**config.mk**
```make
export PLATFORM = sky130hd
export DESIGN_NAME = keypad_scanner
export DESIGN_NICKNAME = d
export VERILOG_FILES = /design/src/rtl/keypad_pkg.sv /design/src/rtl/keypad_row_driver.sv /design/src/rtl/keypad_scanner.sv
export SDC_FILE = /design/constraint.sdc
export NUM_CORES = 1
export LEC_CHECK = 0
export BUFFER_PORTS_ARGS = -buffer_cell sky130_fd_sc_hd__buf_2
export CAP_MARGIN = 20
export CORE_UTILIZATION = 35
export CTS_BUF_LIST = sky130_fd_sc_hd__clkbuf_4
export DETAILED_ROUTE_END_ITERATION = 10
export GPL_TIMING_DRIVEN = 1
export PLACE_DENSITY_LB_ADDON = 0.2
export SYNTH_ARGS = -nofsm -noshare
export SYNTH_HDL_FRONTEND = slang
export SYNTH_HIERARCHICAL = 1
export SYNTH_SLANG_ARGS = --single-unit
export TNS_END_PERCENT = 1
```
**constraint.sdc**
```tcl
create_clock -name clk -period 6.43 [get_ports clk]
set_input_delay 1.6075 -clock clk [delete_from_list [all_inputs] [get_ports clk]]
set_output_delay 1.6075 -clock clk [all_outputs]
set_load 0.01 [all_outputs]
```
**src/rtl/keypad_pkg.sv**
```systemverilog
// Shared types and width helpers for the keypad scanner.
package keypad_pkg;

  typedef enum logic [1:0] {
    IDLE,
    PRESS_DB,
    PRESSED,
    RELEASE_DB
  } kp_state_e;

  typedef enum logic [1:0] {
    EMPTY,
    SINGLE,
    MULTI
  } frame_class_e;

  function automatic int safe_clog2(input int n);
    return (n <= 2) ? 1 : $clog2(n);
  endfunction

  function automatic int code_width(input int rows, input int cols);
    return safe_clog2(rows * cols);
  endfunction

endpackage

```
**src/rtl/keypad_row_driver.sv**
```systemverilog
// One-cold row rotation with dwell counter; strobes the column sample on the
// last dwell cycle of each row and marks frame end on the last row's sample.
module keypad_row_driver
  import keypad_pkg::*;
#(
  parameter int ROWS     = 4,
  parameter int SCAN_DIV = 1000
) (
  input  logic                        clk,
  input  logic                        rst,
  output logic [ROWS-1:0]             keypad_row,
  output logic [safe_clog2(ROWS)-1:0] row_idx,
  output logic                        sample,
  output logic                        frame_end
);

  localparam int RW  = safe_clog2(ROWS);
  localparam int DVW = safe_clog2(SCAN_DIV);

  logic [DVW-1:0] dwell_q, dwell_d;
  logic [RW-1:0]  row_q, row_d;

  always_comb begin
    dwell_d    = dwell_q;
    row_d      = row_q;
    sample     = (dwell_q == DVW'(SCAN_DIV - 1));
    frame_end  = sample && (row_q == RW'(ROWS - 1));
    keypad_row = ~(ROWS'(1) << row_q);
    row_idx    = row_q;
    if (sample) begin
      dwell_d = '0;
      row_d   = frame_end ? '0 : row_q + RW'(1);
    end else begin
      dwell_d = dwell_q + DVW'(1);
    end
  end

  always_ff @(posedge clk) begin
    if (rst) begin
      dwell_q <= '0;
      row_q   <= '0;
    end else begin
      dwell_q <= dwell_d;
      row_q   <= row_d;
    end
  end

endmodule

```
**src/rtl/keypad_scanner.sv**
```systemverilog
// Matrix keypad scanner: frame classification, debounce FSM, one-deep event
// output. Define KEYPAD_AUTOREPEAT_EN to add auto-repeat while a key is held.
module keypad_scanner
  import keypad_pkg::*;
#(
  parameter int ROWS         = 4,
  parameter int COLS         = 4,
  parameter int SCAN_DIV     = 1000,
  parameter int DEBOUNCE     = 4,
  parameter int REPEAT_DELAY = 50,
  parameter int REPEAT_RATE  = 10
) (
  input  logic                                clk,
  input  logic                                rst,
  input  logic [COLS-1:0]                     keypadCol,
  output logic [ROWS-1:0]                     keypadRow,
  output logic [code_width(ROWS, COLS)-1:0]   key_code,
  output logic                                key_valid,
  input  logic                                key_ack,
  output logic                                key_held,
  output logic                                overflow,
  output kp_state_e                           dbg_state
);

  localparam int CW  = code_width(ROWS, COLS);
  localparam int RW  = safe_clog2(ROWS);
  localparam int DBW = safe_clog2(DEBOUNCE + 1);

  logic [RW-1:0] row_idx;
  logic          sample, frame_end;

  keypad_row_driver #(.ROWS(ROWS), .SCAN_DIV(SCAN_DIV)) u_row_driver (
    .clk        (clk),
    .rst        (rst),
    .keypad_row (keypadRow),
    .row_idx    (row_idx),
    .sample     (sample),
    .frame_end  (frame_end)
  );

  logic [1:0]    acc_cnt_q, acc_cnt_d, merged_cnt;
  logic [CW-1:0] acc_idx_q, acc_idx_d, merged_idx, row_code;
  int            row_hits;
  frame_class_e  frame_cls;

  // Closure count saturates at 2: anything beyond one key is ghosting.
  always_comb begin
    row_hits = 0;
    row_code = '0;
    for (int c = COLS - 1; c >= 0; c--) begin
      if (!keypadCol[c]) begin
        row_hits = row_hits + 1;
        row_code = CW'(int'(row_idx) * COLS + c);
      end
    end
    merged_cnt = acc_cnt_q;
    merged_idx = acc_idx_q;
    if (sample) begin
      if (row_hits >= 2 || (row_hits == 1 && acc_cnt_q != 2'd0)) begin
        merged_cnt = 2'd2;
      end else if (row_hits == 1) begin
        merged_cnt = 2'd1;
        merged_idx = row_code;
      end
    end
    frame_cls = (merged_cnt == 2'd0) ? EMPTY : (merged_cnt == 2'd1) ? SINGLE : MULTI;
    acc_cnt_d = frame_end ? 2'd0 : merged_cnt;
    acc_idx_d = frame_end ? '0 : merged_idx;
  end

  kp_state_e      state_q, state_d;
  logic [DBW-1:0] db_cnt_q, db_cnt_d;
  logic [CW-1:0]  cand_q, cand_d;
  logic           press_event;

  always_comb begin
    state_d     = state_q;
    db_cnt_d    = db_cnt_q;
    cand_d      = cand_q;
    press_event = 1'b0;
    if (frame_end) begin
      unique case (state_q)
        IDLE: begin
          if (frame_cls == SINGLE) begin
            cand_d = merged_idx;
            if (DEBOUNCE == 1) begin
              state_d     = PRESSED;
              db_cnt_d    = '0;
              press_event = 1'b1;
            end else begin
              state_d  = PRESS_DB;
              db_cnt_d = DBW'(1);
            end
          end
        end
        PRESS_DB: begin
          if (frame_cls == SINGLE && merged_idx == cand_q) begin
            if (db_cnt_q == DBW'(DEBOUNCE - 1)) begin
              state_d     = PRESSED;
              db_cnt_d    = '0;
              press_event = 1'b1;
            end else begin
              db_cnt_d = db_cnt_q + DBW'(1);
            end
          end else begin
            state_d  = IDLE;
            db_cnt_d = '0;
          end
        end
        PRESSED: begin
          if (frame_cls == EMPTY) begin
            state_d  = (DEBOUNCE == 1) ? IDLE : RELEASE_DB;
            db_cnt_d = (DEBOUNCE == 1) ? '0 : DBW'(1);
          end
        end
        RELEASE_DB: begin
          if (frame_cls == EMPTY) begin
            if (db_cnt_q == DBW'(DEBOUNCE - 1)) begin
              state_d  = IDLE;
              db_cnt_d = '0;
            end else begin
              db_cnt_d = db_cnt_q + DBW'(1);
            end
          end else begin
            state_d  = PRESSED;
            db_cnt_d = '0;
          end
        end
        default: state_d = IDLE;
      endcase
    end
  end

  logic emit;

`ifdef KEYPAD_AUTOREPEAT_EN
  localparam int REP_MAX = (REPEAT_DELAY > REPEAT_RATE) ? REPEAT_DELAY : REPEAT_RATE;
  localparam int RPW     = safe_clog2(REP_MAX + 1);

  logic [RPW-1:0] rep_cnt_q, rep_cnt_d;
  logic           rep_event;

  // Counts down frames spent in PRESSED; every entry restarts the delay.
  always_comb begin
    rep_cnt_d = rep_cnt_q;
    rep_event = 1'b0;
    if (frame_end) begin
      if (state_d == PRESSED && state_q != PRESSED) begin
        rep_cnt_d = RPW'(REPEAT_DELAY);
      end else if (state_d == PRESSED && state_q == PRESSED) begin
        if (rep_cnt_q == RPW'(1)) begin
          rep_event = 1'b1;
          rep_cnt_d = RPW'(REPEAT_RATE);
        end else begin
          rep_cnt_d = rep_cnt_q - RPW'(1);
        end
      end
    end
  end

  always_ff @(posedge clk) begin
    if (rst) rep_cnt_q <= '0;
    else     rep_cnt_q <= rep_cnt_d;
  end

  assign emit = press_event | rep_event;
`else
  logic unused_repeat_cfg;
  assign unused_repeat_cfg = ^{REPEAT_DELAY, REPEAT_RATE};
  assign emit = press_event;
`endif

  logic [CW-1:0] key_code_q, key_code_d;
  logic          key_valid_q, key_valid_d;
  logic          overflow_q, overflow_d;

  // valid/ready: key_valid is valid, key_ack is ready; a transfer happens in
  // a cycle where both are high. A new event may replace an event being
  // transferred in the same cycle; otherwise it is dropped and flagged.
  always_comb begin
    key_code_d  = key_code_q;
    key_valid_d = key_valid_q;
    overflow_d  = overflow_q;
    if (emit) begin
      if (!key_valid_q || key_ack) begin
        key_code_d  = cand_d;
        key_valid_d = 1'b1;
      end else begin
        overflow_d = 1'b1;
      end
    end else if (key_ack) begin
      key_valid_d = 1'b0;
    end
  end

  always_ff @(posedge clk) begin
    if (rst) begin
      acc_cnt_q   <= 2'd0;
      acc_idx_q   <= '0;
      state_q     <= IDLE;
      db_cnt_q    <= '0;
      cand_q      <= '0;
      key_code_q  <= '0;
      key_valid_q <= 1'b0;
      overflow_q  <= 1'b0;
    end else begin
      acc_cnt_q   <= acc_cnt_d;
      acc_idx_q   <= acc_idx_d;
      state_q     <= state_d;
      db_cnt_q    <= db_cnt_d;
      cand_q      <= cand_d;
      key_code_q  <= key_code_d;
      key_valid_q <= key_valid_d;
      overflow_q  <= overflow_d;
    end
  end

  assign key_code  = key_code_q;
  assign key_valid = key_valid_q;
  assign overflow  = overflow_q;
  assign key_held  = (state_q == PRESSED) || (state_q == RELEASE_DB);
  assign dbg_state = state_q;

endmodule

```
==> flow_summary.json <==
{
  "crit_type": "in2reg",
  "cp.required_ns": 6.65,
  "path_clk_slew_ns": 0.10,
  "gr-total-overflow": 0,
  "grt_usage": 0.1392,
  "area_growth_pct": 8.953,
  "status": "finished, final reports clean",
  "finalHoldViolations": 0,
  "post_cts_resized": 0,
  "dp.cells": 302,
  "stdcell_count": 310,
  "min_to": "u_row_driver/dwell_q[0]",
  "htreeDepth": 2,
  "initial_core_util": 0.3626,
  "syn_area_sq_mm": 0.001984,
  "seq_area_frac_synth": 0.3329,
  "rows": 27,
  "coreArea_sq_mm": 0.005473,
  "cp-end-kind": "flop",
  "wl_per_cell_um": 12.51,
  "dpl.hpwl_mm": 2.790,
  "globalplace.congestion": 0.7487,
  "dpl_cell_area_sq_mm": 0.002112,
  "worstHoldPathType": "reg2reg",
  "path_max_fanout": 4,
  "antenna_found_initial": 0,
  "synth_area_leaders": "dfxtp_1 (33%), ha_1 (6.3%), nand2_1 (2.8%), a211oi_1 (2.6%), inv_1 (2.6%)",
  "hp-start": "u_row_driver/dwell_q[0]",
  "cts_tree": "built",
  "r2r_end": "key_code[0]",
  "ys_warn_count": 6,
  "final_util": 0.3951,
  "wl_mm": 3.877,
  "root_buffer": "clkbuf_4",
  "postLayoutCellArea_sq_mm": 0.002162,
  "drive_above_1_share": 0.2143,
  "synthFlopType": "dfxtp_1",
  "drc_errors": 0,
  "synth_nets": 235,
  "multi_input_area_sq_mm": 0.001206,
  "critPathArrivalTime_ns": 4.64,
  "tightest_slew_ns": 0.6417,
  "cts_setup_buffers": 0,
  "ys_seq_elements": 33,
  "cts.path.max_buffers": 2,
  "rr_worst_depth": 10,
  "async_reset_ff_frac": 0,
  "vias": 1571,
  "final-seq-area_sq_um": 660.6,
  "max_freq_ghz": 0.2260,
  "slew_violations": 0,
  "power.leakage_nw": 0.8236,
  "worstReg2RegStart": "u_row_driver/dwell_q[0]",
  "synthDistinctLibCells": 63,
  "grt_max_degree": 32,
  "fillCellCount": 573,
  "setup_viol": 0,
  "fin_skew_ns": 0.009534,
  "netlist.area_leader.share": 0.3329,
  "ioPinCount": 20,
  "maxCapViolations": 0,
  "rsz0062_at_grt": "false",
  "clkSinkCount": 33,
  "cts_hold_buffers": 0,
  "syn_inst": 218,
  "power_per_cell_area_mw_per_mm2": 165.6,
  "design.die.area_sq_mm": 0.005975,
  "layout.nets": 254,
  "setup-tns-final_ns": 0,
  "final.min_clock_period_ns": 4.425,
  "io_buffer_count": 19,
  "die_w_um": 77.30,
  "cts_buffers": 5,
  "drtPass1Iterations": 4,
  "postSynthAreaPerCell_sq_um": 9.103,
  "critPathLaunchType": "primary input",
  "yosysTopAreaCell": "dfxtp_1",
  "die_h_um": 77.30,
  "slew_headroom": 0.5699,
  "fin_crit_sh": 0.6882,
  "max-vdd-ir-drop_uv": 87.06,
  "synth-edff-count": 0,
  "ant_nets": 0,
  "grt_pass1_vias": 1447,
  "viasPerCell": 5.068,
  "antennaDiodeCount": 0,
  "drt_iter0_drc": 34,
  "grt_pass1_wl_mm": 6.624,
  "holdPathStages": 1,
  "clkLatencyLatePin_ns": 0.33,
  "timing.reg2reg.setup_slack_ns": 2.48
}
-- placed cells by master (no fill, tap or decap), types with 7 or more instances in the layout --
master and instances:
dfxtp_1 33, buf_2 19, nand2_1 15, inv_1 14, nor2_1 14, a21oi_1 10, ha_1 10, nand3_1 9
a211oi_1 7, o21ai_0 7
-- final cells by class --
cell class,instances,area share
Inverter,14,0.02431
Multi-Input combinational cell,163,0.5579
Timing Repair Buffer,20,0.04745
Sequential cell,33,0.3056
Clock buffer,5,0.01736
Tap cell,72,0.04167
Clock inverter,3,0.005787
-- through the flow --
step | setup slack, ns | power (mW) | hold WS (ns)
2_1_floorplan | 2.002 | 0.2447 | 0.4331
3_3_place_gp | 1.661 | 0.2514 | 0.4534
3_5_place_dp | 1.627 | 0.2514 | 0.4565
4_1_cts | 1.990 | 0.3644 | 0.4802
5_1_grt | 1.706 | 0.3779 | 0.5032
6_report | 2.005 | 0.3581 | 0.4779
-- where the power goes --
group	leakage (nW)	internal [mW]	switching (mW)
Clock	0.0300	0.0396	0.0716
Sequential	0.267	0.208	0.00500
Combinational	0.527	0.0148	0.0187
Total	0.824	0.263	0.0953
-- layer usage --
layer / vias up / global-route usage / part of all wire
met5: - / 0 / 0
met4: 0 / 0.05094 / 0.010
met3: 4 / 0.03571 / 0.024
met2: 17 / 0.2195 / 0.45
met1: 721 / 0.1816 / 0.51
li1: 829 / - / -
-- worst max-delay path: stages --
cell	delay [ns]
buf_2	0.10
inv_1	0.05
ha_1	0.32
xnor3_1	0.46
or4_4	0.48
o31ai_1	0.49
and3_1	0.25
o221ai_2	0.14
nor3_2	0.37
mux2_1	0.36
-- cell usage after synthesis, types with 2 or more instances --
master,instances
a211oi_1,7
a21oi_1,10
a311oi_1,3
a31oi_1,4
and2_1,2
and2b_2,3
buf_6,2
clkbuf_1,3
clkbuf_8,2
dfxtp_1,33
ha_1,10
inv_1,14
mux2_1,4
mux2_2,2
nand2_1,15
nand2b_1,2
nand3_1,9
nand4_1,5
nor2_1,14
nor2b_1,5
nor3_1,3
nor3_2,2
o211ai_1,2
o21a_1,2
o21ai_0,7
o31ai_1,3
or2_2,4
or3_1,3
or4_4,2
xnor2_1,4
xor2_1,5
-- worst max path at each step --
stage,from,end,slack (ns),depth (start not counted)
3_3_place_gp,keypadCol[2],key_code[3],1.66,10
6_report,keypadCol[3],key_code[0],2.01,10
2_1_floorplan,keypadCol[3],key_code[0],2.00,9
5_1_grt,keypadCol[2],key_code[0],1.71,12
4_1_cts,keypadCol[3],key_code[2],1.99,10
3_5_place_dp,keypadCol[3],key_code[3],1.63,10
-- sequential cells by signal (all words and copies together), names as in the netlist --
name                  cells
cand_q                    4
key_code                  4
acc_cnt_q                 2
u_row_driver/dwell_q     10
db_cnt_q                  3
overflow                  1
dbg_state                 2
u_row_driver/row_idx      2
key_valid                 1
acc_idx_q                 4
-- kinds of logic (layout without fill, tap and decap cells) --
kind of cell / count (synthesis) / after routing / share of synthesized area
compound gates: 48 / 48 / 0.1797
fa+ha+maj: 10 / 10 / 0.06305
flops: 33 / 33 / 0.3329
simple gates: 88 / 88 / 0.2749
buf+inv: 22 / 42 / 0.05927
xor+xnor: 10 / 10 / 0.05107
mux: 7 / 7 / 0.03909
No activity file was read; power rests on OpenSTA's default activity.
